File: src/rtl/fetch_stage.sv
// fetch_stage: one-insn-per-cycle PC/ROM fetch with redirect squash and stall hold; optional FETCH_PERF_EN counters
module fetch_stage #(
    parameter logic [31:0] RESET_PC = 32'd0,
    parameter int          IMEM_AW  = 12
) (
    input  logic               clock,
    input  logic               reset,
    input  logic               stall,
    input  logic               redirect,
    input  logic [31:0]        redirect_pc,
    output logic [IMEM_AW-1:0] imem_addr,
    input  logic [31:0]        imem_q,
    output logic [31:0]        fd_pc_plus_1,
    output logic [31:0]        fd_insn,
    output logic               fd_valid
`ifdef FETCH_PERF_EN
    ,
    output logic [31:0]        perf_fetched,
    output logic [31:0]        perf_bubbles
`endif
);
    logic [31:0] npc_q, npc_d, pc_q, pc_d;
    logic        valid_q, valid_d;
    always_comb begin
        fd_valid     = valid_q & ~redirect;
        fd_insn      = fd_valid ? imem_q : 32'd0;
        fd_pc_plus_1 = pc_q + 32'd1;
        // stall re-reads the in-flight PC so the ROM output stays put
        imem_addr    = redirect ? redirect_pc[IMEM_AW-1:0] : stall ? pc_q[IMEM_AW-1:0] : npc_q[IMEM_AW-1:0];
        npc_d        = redirect ? redirect_pc + 32'd1 : stall ? npc_q : npc_q + 32'd1;
        pc_d         = redirect ? redirect_pc : stall ? pc_q : npc_q;
        valid_d      = redirect ? 1'b1 : stall ? valid_q : 1'b1;
    end
    always_ff @(posedge clock) begin
        if (!reset) begin
            npc_q   <= RESET_PC;
            pc_q    <= RESET_PC;
            valid_q <= 1'b0;
        end else begin
            npc_q   <= npc_d;
            pc_q    <= pc_d;
            valid_q <= valid_d;
        end
    end
`ifdef FETCH_PERF_EN
    logic [31:0] fetched_q, fetched_d, bubbles_q, bubbles_d;
    always_comb begin
        fetched_d    = fetched_q + 32'(fd_valid & ~stall);
        bubbles_d    = bubbles_q + 32'(~fd_valid);
        perf_fetched = fetched_q;
        perf_bubbles = bubbles_q;
    end
    always_ff @(posedge clock) begin
        if (!reset) begin
            fetched_q <= 32'd0;
            bubbles_q <= 32'd0;
        end else begin
            fetched_q <= fetched_d;
            bubbles_q <= bubbles_d;
        end
    end
`endif
endmodule

File: config.mk
export PLATFORM = sky130hd
export DESIGN_NAME = fetch_stage
export DESIGN_NICKNAME = d
export VERILOG_FILES = /design/src/rtl/fetch_stage.sv
export SDC_FILE = /design/constraint.sdc
export NUM_CORES = 1
export LEC_CHECK = 0
export CORE_MARGIN = 2
export CORE_UTILIZATION = 50
export DETAILED_ROUTE_END_ITERATION = 8
export HOLD_SLACK_MARGIN = 0.02
export MAX_ROUTING_LAYER = met4
export PLACE_DENSITY = 0.85
export SLEW_MARGIN = 0
export SYNTH_ARGS = -nofsm -noshare
export SYNTH_HDL_FRONTEND = slang
export SYNTH_SLANG_ARGS = --single-unit
File: constraint.sdc
create_clock -name clock -period 7.55 [get_ports clock]
set_input_delay 1.51 -clock clock [delete_from_list [all_inputs] [get_ports clock]]
set_output_delay 1.51 -clock clock [all_outputs]
set_load 0.03 [all_outputs]
# After elaboration in Yosys (flattened, before gate mapping)
# Cells that the tools add are included.
# classes
add_sub_neg,3
n_eq_ne,1
mux,9
bitwise,2
# op_table
cell,count
$mux W32,5
$add A32 B1 Y32 const B,3
$mux W12,2
$mux W1,2
$ne A2 B1 Y1 const B,1
$and A1 B1 Y1,1
$not A1 Y1,1
# totals
ff_bits,65
in_bits,68
wordCells,18

# Depth between registers and ports, before layout
# Gate-level depths: netlist (run 1).
# logic_depth
word_depth,3
depth_mapped,13
mapped_depth_nobuf,8

# Worst setup path before layout (run 1)
# OpenSTA, ideal clock, no wires.
# synth_path
path_kind,input port to output port
start,in redirect
end,out imem_addr[0]
t_required_ns,6.040
path_stages,8
arrival_ns,3.408
path_buffers,6
slack_ns,2.632
cell_sequence,buf_2 > buf_1 > buf_2 > buf_2 > buf_2 > buf_1 > a211oi_1 > nor2_1
# synth_via
elab_chain_len,1
# synth_lines
item,line,rtl
start: declaration,9,"input logic redirect,"
$mux W12,29,imem_addr = redirect ? redirect_pc[IMEM_AW-1:0] : stall ? pc_q[IMEM_AW-1:0] : npc_q[IMEM_AW-1:0];
end: declaration,11,"output logic [IMEM_AW-1:0] imem_addr,"
# Every way passes these cells.

# Worst setup path in the final report (run 1)
# layout_path
start,in redirect
end,out fd_insn[13]
# layout_via
elab_chain_len,3
# layout_lines
item,line,rtl
$not A1 Y1,25,fd_valid = valid_q & ~redirect;
$and A1 B1 Y1,25,
$mux W32,26,fd_insn = fd_valid ? imem_q : 32'd0;
end: declaration,14,"output logic [31:0] fd_insn,"
# Every way passes these cells.

==> out/summary.txt, run 1 <==
Yosys reg bits = 65
HPWL reported at the end of detailed placement = 10,360 um
Wire per inst = 16.91 um
Tcrit/Tclk final = 69.40%
Syn nets = 663
Sw frac = 31.16%
Met1 Usage GRT = 37.08%
Post-synth EDFFs = 0
Final WS setup = 2.311 ns
Max-slew violation count = 0
Port bufs = 144
Largest net degree at the start of global routing = 82
Post-Syn Instances = 593
H-tree depth = 3
Row cnt = 34
Num CTS Buffers = 9
Die area = 9964 um^2
P_int = 0.6681 mW
Post-synth top flop = dfxtp_1
FILL cells = 693
GR Overflow Total = 0
Post CTS Setup Buffer Count = 0
Fmax = 190.9 MHz
TritonCTS clock tree = done
Net Sw Power = 0.3025 mW
Hold Path Cell Cnt = 2
Worst path slowest cell = clkdlybuf4s50_1
Worst EP arrival = 3.73 ns
Setup TNS = 0 ns
Initial DRC count = 348
Core ar. = 8806 um^2
Max cap viols = 0
Area growth, synth to finish = 36.39%
Clock Root Buffer = clkbuf_8
Post-route ant nets = 0
Clk Latency, worst-skew pair = 0.34 ns
Most used cell, CP = buf_4
Post-synth top area share = 28.35%
Clk buf depth = 2
Clock Skews = 0.008391 ns
Chip width = 99.82 um
Setup slack, reg-to-reg = 4.77 ns
Syn Area/Cell = 7.741 um^2
CTS resizes = 0
Pre-CTS setup slack = 2.360 ns
First-pass GRT wire length = 22,260 um
Antenna violations before repair = 0
# hold bufs at CTS = 0
Diode count = 0
RSZ-0062 raised after global routing = false
Startpoint types = primary input
Hold Path Class = reg -> reg
Count leader, synth = dfxtp_1
Grt met2 use = 45.22%
Slew HR = 19.43%
Clk pin slew, worst setup/hold paths = 0.07 ns
Reg2Reg Depth = 6
Sequential cell area = 1301 um^2
Post-synth top cells = 65 x dfxtp_1, 64 x nor2_1, 58 x nand2_1
Max FO, Critical Path = 81
Nets = 791
Placed Cells = 818
CP Cell Sequence = buf_4, buf_4, nor2b_1, buf_4, and2_1, clkdlybuf4s50_1
Via/cell ratio = 5.868
Number of clock sinks = 65
Worst path required time = 6.04 ns
Sequential share of the synthesized area = 28.35%
Final core utilization = 71.10%
Final Non-Filler Cells = 834
Overall die height = 99.82 um
Max IR drop VDD = 116.1 uV
All-Layer GR Usage = 28.23%
Vias in the first global route = 4,575
Final Setup Violations = 0
Top post-synthesis cells by area = dfxtp_1 28%, xnor2_1 8.2%, and2_1 6.3%, mux2i_1 5.9%, nor2_1 5.2%
YS warnings = 0
Post-Place Cell Area = 6053 um^2
Synth Cell Area = 4591 um^2
Netlist cell types = 54
Leakage = 2.322 nW
Tot Pwr = 0.9706 mW
Share of cells above drive strength 1 = 4.683%
Area of the multi-input gates = 3127 um^2
Status = completed
Starting Density = 52.13%
GP Congestion = 0.9318
Endpoint, Worst Hold = valid_q
Worst hold slack = 0.4796 ns
Final hold vios = 0
CP peak stage delay = 0.60 ns
Actual slew at the worst max-slew pin = 1.209 ns
R2r endpoint = npc_q[27]
Power Density = 155.0 nW/um^2
Detailed Route WL = 14,110 um
Finished Cell Area = 6261 um^2
DR DRC count = 0
Final min period = 5.239 ns
Critical Path End Type = output port
Worst R2R Start = npc_q[3]
GRT busiest layer = met2
Min-delay src = valid_q
Clk network pwr share = 32.1%
Crit Path Class = in -> out
Vias = 4,894
I/O pin total = 145
Asr flop ratio synth = 0%
First-pass detailed-route iteration total = 5
M3 GR Usage = 3.760%
Post-synth top area cell = dfxtp_1
Seq pwr share = 40.9%
Comb pwr share = 27.0%
-- per-layer routing --
layer,wire length (um),up-vias
met5,0,-
met4,219,0
met3,946,23
met2,6856,229
met1,6082,2284
li1,-,2358
-- cell usage in the layout (no fill, tap or decap), types with 3 or more instances in the layout --
cell type        count
mux2i_1             27
mux2_2               7
clkdlybuf4s50_1    142
nand4b_1             3
xnor2_1             43
xor2_1              25
inv_1                6
nor2b_1              6
nor2_1              64
a22oi_1              4
o22ai_1              6
nand3_1             38
nor4_1               3
nand2_1             58
and4_1               6
nor3_1              11
dfxtp_1             65
or3_1                6
o21ai_0             17
nand3b_1             8
and3_1               9
buf_4                5
a21boi_0             3
nand4_1             21
a211oi_1            21
a31oi_1              3
a21oi_1             21
nand2b_1             4
and2_1              46
clkbuf_8            12
-- flip-flops by register name, summed over array words and instances, names as in the netlist --
register  cells
npc_q        32
pc_q         32
valid_q       1
-- kinds of logic (layout without fill, tap and decap cells) --
kind of cell	Yosys count	count (layout)	share of synthesized area, %
flops	65	65	28.35
fa+ha+maj	2	2	0.5450
xor+xnor	68	68	12.97
mux	34	34	7.604
buf+inv	38	171	3.543
compound gates	93	93	13.11
simple gates	293	293	33.88
-- worst max-delay path: cells and delay by family --
family | cells | cell delay (ns)
buffers and inverters | 4 | 1.89
AND/OR/NAND/NOR | 2 | 0.28
-- how the worst max path moves through the flow --
stage,from,endpoint,cells past startpoint
6_report,redirect,fd_insn[13],6
5_1_grt,redirect,fd_insn[13],6
4_1_cts,redirect,fd_insn[13],6
3_5_place_dp,redirect,fd_insn[13],6
3_3_place_gp,redirect,fd_insn[0],6
2_1_floorplan,redirect,imem_addr[0],8
-- power by group through the flow --
stage	Clock [mW]	Combinational, mW	Sequential [mW]
3_5_place_dp	0	0.260	0.403
4_1_cts	0.313	0.261	0.396
6_report	0.312	0.262	0.397
2_1_floorplan	0	0.154	0.395
3_3_place_gp	0	0.254	0.402
5_1_grt	0.329	0.279	0.400
-- layout make-up --
class	count	share of cell area [%]
well taps	108	2.158
clock inverters	2	0.5596
inverters	7	0.4197
repair buffers	148	23.38
flip-flops and latches	65	20.78
clock buffers	14	2.758
multi-input cells	490	49.94
(Power assumes the default switching activity.)
==> inputs of run 2 (changes only) <==
--- a/config.mk
+++ b/config.mk
@@ -6,11 +6,11 @@
 export NUM_CORES = 1
 export LEC_CHECK = 0
 export CORE_MARGIN = 2
-export CORE_UTILIZATION = 50
+export CORE_UTILIZATION = 48
 export DETAILED_ROUTE_END_ITERATION = 8
 export HOLD_SLACK_MARGIN = 0.02
 export MAX_ROUTING_LAYER = met4
-export PLACE_DENSITY = 0.85
+export PLACE_DENSITY = 0.82
 export SLEW_MARGIN = 0
 export SYNTH_ARGS = -nofsm -noshare
 export SYNTH_HDL_FRONTEND = slang
==> constraint.sdc (replaced) <==
create_clock -name clock -period 5.3 [get_ports clock]
set_input_delay 1.06 -clock clock [delete_from_list [all_inputs] [get_ports clock]]
set_output_delay 1.06 -clock clock [all_outputs]
set_load 0.03 [all_outputs]
==> run 2 against run 1 <==
  * Clock skew is 0.0010 ns lower
  * Largest power group unchanged
  * Final area is 1.1% higher
  * Core utilization is 2.6 points lower
  * Sequential power is 43% higher
  * Total power is 47% higher
  * Flip-flop and latch count stayed put
  * Clock power is 54% higher
==> out/summary.txt, run 2 (synthesized netlist as in run 1, its figures left out) <==
Status = completed
Most frequent cells in the layout = 142 x clkdlybuf4s50_1, 65 x dfxtp_1, 64 x nor2_1, 58 x nand2_1, 46 x and2_1
Sequential cell area = 1301 um^2 (unchanged)
RSZ-0062 raised after global routing = false
Worst R2R Start = npc_q[7]
Post CTS Setup Buffer Count = 0 (unchanged)
Clk buf depth = 2 (unchanged)
Antenna violations before repair = 0 (unchanged)
Final hold vios = 0 (unchanged)
Clock Skews = 0.007345 ns (-0.001046 ns)
Row cnt = 35 (+2.9%)
Hold Path Cell Cnt = 2 (unchanged)
FILL cells = 777 (+12%)
Area growth, synth to finish = 37.91%
Setup crit start = pc_q[9]
Nets = 795 (+0.51%)
I/O pin total = 145 (unchanged)
Num CTS Buffers = 9 (unchanged)
R2r endpoint = npc_q[29]
Share of cells above drive strength 1 = 5.205% (+0.52 points)
Slew HR = 49.13% (+30 points)
First-pass GRT wire length = 23,300 um (+4.7%)
Max cap viols = 0 (unchanged)
Worst hold slack = 0.4971 ns (+0.01752 ns)
Worst path slowest cell = clkdlybuf4s50_1
Startpoint types = register
Max IR drop VDD = 157.2 uV (+35%)
GP Congestion = 0.9468 (+1.6%)
Final min period = 4.181 ns
HPWL reported at the end of detailed placement = 10,890 um (+5.2%)
Wire per inst = 17.06 um (+0.89%)
Initial DRC count = 329 (-5.5%)
Diode count = 0 (unchanged)
H-tree depth = 3 (unchanged)
Critical Path End Type = output port
Final Setup Violations = 0 (unchanged)
Clock Root Buffer = clkbuf_8
TritonCTS clock tree = done
Hold Path Class = reg -> reg
Tot Pwr = 1.423 mW (+47%)
Starting Density = 49.68% (-2.4 points)
Setup TNS = 0 ns (unchanged)
Fmax = 239.2 MHz
Most common cell after layout, fill and taps aside = clkdlybuf4s50_1
Die area = 10,360 um^2 (+4.0%)
CTS resizes = 0 (unchanged)
Clk Latency, worst-skew pair = 0.35 ns (about the same)
Clk pin slew, worst setup/hold paths = 0.07 ns (about the same)
Overall die height = 101.8 um (+2.0%)
Tcrit/Tclk final = 78.89%
Power Density = 224.7 nW/um^2 (+45%)
Reg2Reg Depth = 6 (unchanged)
Actual slew at the worst max-slew pin = 0.7602 ns (-0.4483 ns)
Vias = 4,949 (+1.1%)
Crit Path Class = reg -> out
CP Cell Sequence = and4_1, nand4_1, nor3_1, nand2_1, nor2_1, xor2_1, clkdlybuf4s50_1
Max-slew violation count = 0 (unchanged)
Regs by FF count = npc_q (32), pc_q (32), valid_q (1)
Vias in the first global route = 4,620 (+0.98%)
Max FO, Critical Path = 6 (-93%)
DR DRC count = 0 (unchanged)
Crit path to = fd_pc_plus_1[26]
# hold bufs at CTS = 0 (unchanged)
Area of the multi-input gates = 3127 um^2 (unchanged)
Detailed Route WL = 14,660 um (+3.9%)
Port bufs = 144 (unchanged)
Worst EP arrival = 3.12 ns (-0.61 ns)
Worst path required time = 4.24 ns (-1.80 ns)
GR Overflow Total = 0 (unchanged)
Largest net degree at the start of global routing = 60 (-27%)
Number of clock sinks = 65 (unchanged)
CP peak stage delay = 0.69 ns (+0.09 ns)
Leakage = 2.341 nW (+0.85%)
Setup slack, reg-to-reg = 2.74 ns (-2.03 ns)
Post-route ant nets = 0 (unchanged)
Via/cell ratio = 5.761 (-1.8%)
Core ar. = 9240 um^2 (+4.9%)
All-Layer GR Usage = 29.40% (+1.2 points)
First-pass detailed-route iteration total = 7 (+2)
Chip width = 101.8 um (+2.0%)
-- run 2: per-layer routing --
metal	GRT usage [%]	share of wire [%]	vias to the layer above
met5	-	0	-
met2	45.34	49	225
li1	-	-	2372
met3	5.866	6.6	28
met4	9.459	2.0	0
met1	38.63	43	2324
-- run 2: final cells by class --
class | instances | area share [%]
Multi-Input combinational cell | 490 | 49.39
Timing Repair Buffer | 152 | 23.60
Sequential cell | 65 | 20.55
Tap cell | 129 | 2.549
Clock buffer | 12 | 2.292
Clock inverter | 4 | 1.206
Inverter | 7 | 0.4150
-- run 2: worst min-delay path by stage --
stage / from / endpoint / slack, ns
final: npc_q[30] / npc_q[30] / 0.50
after CTS: npc_q[30] / npc_q[30] / 0.50
after detailed placement: npc_q[30] / npc_q[30] / 0.49
after floorplan: valid_q / valid_q / 0.43
after global routing: npc_q[30] / npc_q[30] / 0.52
after global placement: npc_q[23] / npc_q[23] / 0.47
-- run 2: critical path, delay by kind of cell, from the launching register on --
kind | cells | cell delay [ns]
xor gates and xnor gates | 1 | 0.16
DFF | 1 | 0.44
and+or+nand+nor | 5 | 1.47
buffers and inverters | 1 | 0.69
-- run 2: report_power, final --
part / total (mW) / internal [mW] / switching (mW)
registers: 0.566 / 0.523 / 0.0425
logic: 0.377 / 0.174 / 0.203
clock network: 0.480 / 0.279 / 0.201
-- run 2: per-stage QoR --
stage	setup slack (ns)	std cells	area, um^2	utilization (%)
after floorplan	1.282	593	4591	-
after global placement	1.545	843	6110	66.12
after detailed placement	1.490	843	6110	66.12
after CTS	1.180	859	6331	68.52
after global routing	0.9835	859	6331	68.52
final	1.119	859	6331	68.52
==> inputs of run 3 (changes only) <==
==> constraint.sdc (replaced) <==
create_clock -name clock -period 3.9 [get_ports clock]
set_input_delay 0.78 -clock clock [delete_from_list [all_inputs] [get_ports clock]]
set_output_delay 0.78 -clock clock [all_outputs]
set_load 0.03 [all_outputs]
==> run 3 against run 2 <==
  * Routed wire length up 1.6%
  * Sequential power grew 36%
  * Clock power rose by 20%
  * Final area down 0.75%
  * First-iteration DRC count up 35%
  * Register-to-register slack worse by 1.1 ns
  * Via count shrank 0.89%
  * Cell count is 0.81% higher
  * Clock-buffer cell count grew 1
  * Clock skew rose by 0.0019 ns
  * Critical path depth is the same
  * Critical path type unchanged
  * Non-clock buffer count is 7 higher
==> out/summary.txt, run 3 (synthesized netlist as in run 1, its figures left out) <==
Vias in the first global route = 4,619 (-0.022%)
Met1 Usage GRT = 37.45% (-1.2 points)
Post-Place Cell Area = 6092 um^2 (-0.29%)
DR DRC count = 0 (unchanged)
Final hold vios = 0 (unchanged)
Final WS setup = 0.2308 ns (-0.8879 ns)
Startpoint types = register
Port bufs = 144 (unchanged)
Max-slew violation count = 0 (unchanged)
Post CTS Setup Buffer Count = 0 (unchanged)
Cell family with most CP delay = simple AND/OR/NAND/NOR gates
RSZ-0062 raised after global routing = false
Min-delay src = npc_q[23]
Number of clock sinks = 65 (unchanged)
Detailed Route WL = 14,890 um (+1.6%)
Clk pin slew, worst setup/hold paths = 0.07 ns (about the same)
Diode count = 0 (unchanged)
GR Overflow Total = 0 (unchanged)
Max IR drop VDD = 256.5 uV (+63%)
Worst path slowest cell = clkdlybuf4s50_1
Final core utilization = 68.00% (-0.51 points)
Chip width = 101.8 um (unchanged)
Pre-CTS setup slack = 0.5111 ns (-0.9785 ns)
Sequential cell area = 1301 um^2 (unchanged)
Largest net degree at the start of global routing = 79 (+32%)
Clk network pwr share = 31.1% (-2.6 points)
First-pass GRT wire length = 23,290 um (about the same)
Initial DRC count = 444 (+35%)
R2r endpoint = npc_q[29]
Clk Latency, worst-skew pair = 0.35 ns (about the same)
Grt met2 use = 47.42% (+2.1 points)
Area of the multi-input gates = 3129 um^2 (about the same)
H-tree depth = 3 (unchanged)
Row cnt = 35 (unchanged)
Regs by FF count = npc_q (32), pc_q (32), valid_q (1)
Num CTS Buffers = 9 (unchanged)
Tot Pwr = 1.858 mW (+31%)
Clk buf depth = 2 (unchanged)
Seq pwr share = 41.4% (+1.6 points)
Max FO, Critical Path = 6 (unchanged)
CP peak stage delay = 0.70 ns (about the same)
All-Layer GR Usage = 29.23% (-0.17 points)
Fmax = 272.5 MHz
Power Density = 295.7 nW/um^2 (+32%)
First-pass detailed-route iteration total = 5 (-2)
Final Setup Violations = 0 (unchanged)
Setup slack, reg-to-reg = 1.60 ns (-1.14 ns)
Antenna violations before repair = 0 (unchanged)
Most common cell after layout, fill and taps aside = clkdlybuf4s50_1
Max cap viols = 0 (unchanged)
Wire per inst = 17.19 um (+0.75%)
CP Cell Sequence = and4_1, nand3_1, nor2_2, and2_1, nand4_1, xnor2_1, clkdlybuf4s50_1
Clock Root Buffer = clkbuf_8
I/O pin total = 145 (unchanged)
Nets = 802 (+0.88%)
CTS resizes = 0 (unchanged)
Post-route ant nets = 0 (unchanged)
Area growth, synth to finish = 36.88%
Leakage = 2.431 nW (+3.8%)
Finished Cell Area = 6284 um^2 (-0.75%)
Starting Density = 49.68% (unchanged)
Final min period = 3.669 ns
M3 GR Usage = 4.831% (-1.0 points)
Worst R2R Start = npc_q[7]
Endpoint, Worst Hold = npc_q[23]
Die area = 10,360 um^2 (unchanged)
Slew HR = 47.69% (-1.4 points)
P_int = 1.256 mW (+29%)
Worst path required time = 3.12 ns (-1.12 ns)
GP Congestion = 0.9434 (-0.36%)
Crit Path Class = reg -> out
Actual slew at the worst max-slew pin = 0.7818 ns (+0.02157 ns)
TritonCTS clock tree = done
Worst EP arrival = 2.89 ns (-0.23 ns)
Critical path buffers and inverters = 1 (unchanged)
Comb pwr share = 27.5% (+1.0 points)
Via/cell ratio = 5.664 (-1.7%)
Core ar. = 9240 um^2 (unchanged)
FILL cells = 775 (-0.26%)
Most frequent cells in the layout = 109 x clkdlybuf4s50_1, 65 x dfxtp_1, 63 x nor2_1, 58 x nand2_1, 48 x buf_4
Tcrit/Tclk final = 94.08%
Reg2Reg Depth = 6 (unchanged)
Hold Path Cell Cnt = 2 (unchanged)
Vias = 4,905 (-0.89%)
Sw frac = 32.38% (+1.0 points)
Share of cells above drive strength 1 = 10.58% (+5.4 points)
Net Sw Power = 0.6017 mW (+35%)
Status = completed
GRT busiest layer = met2
Critical Path End Type = output port
Setup TNS = 0 ns (unchanged)
Hold Path Class = reg -> reg
# hold bufs at CTS = 0 (unchanged)
HPWL reported at the end of detailed placement = 11,100 um (+1.9%)
Overall die height = 101.8 um (unchanged)
Clock Skews = 0.009226 ns (+0.001881 ns)
run 3: how the worst max path moves through the flow:
| stage | from | end | slack (ns) | depth (start not counted) |
|---|---|---|---|---|
| after floorplan | redirect | npc_q[30] | 0.37 | 13 |
| after global placement | pc_q[4] | fd_pc_plus_1[27] | 0.66 | 7 |
| after detailed placement | pc_q[4] | fd_pc_plus_1[27] | 0.51 | 7 |
| after CTS | pc_q[4] | fd_pc_plus_1[27] | 0.13 | 7 |
| after global routing | pc_q[9] | fd_pc_plus_1[27] | 0.03 | 7 |
| final | pc_q[4] | fd_pc_plus_1[27] | 0.23 | 7 |
run 3: tightest hold or removal path: cells and delay by family (launching register included):
kind             cells  cell delay (ns)
and+or+nand+nor      2             0.13
DFF                  1             0.32
run 3: through the flow:
step	hold WS, ns	instances
after floorplan	0.4323	593
after global placement	0.4570	850
after detailed placement	0.4844	850
after CTS	0.4995	866
after global routing	0.5324	866
final	0.4980	866
run 3: power groups by stage:
| stage | Combinational (mW) | Clock, mW | Sequential (mW) |
|---|---|---|---|
| CTS | 0.510 | 0.580 | 0.766 |
| finish | 0.512 | 0.578 | 0.769 |
| global placement | 0.497 | 0 | 0.778 |
| floorplan | 0.299 | 0 | 0.764 |
| global route | 0.547 | 0.608 | 0.774 |
| detailed placement | 0.507 | 0 | 0.781 |
run 3: layout make-up:
class	instances	area share (%)
flip-flops and latches	65	20.71
inverters	7	0.4182
clock inverters	3	0.6372
well taps	129	2.569
multi-input cells	490	49.80
repair buffers	159	23.50
clock buffers	13	2.370
run 3: routing by layer:
layer	vias to the layer above	wire length, um
li1	2386	-
met4	0	245
met5	-	0
met2	194	7429
met1	2298	6265
met3	27	948
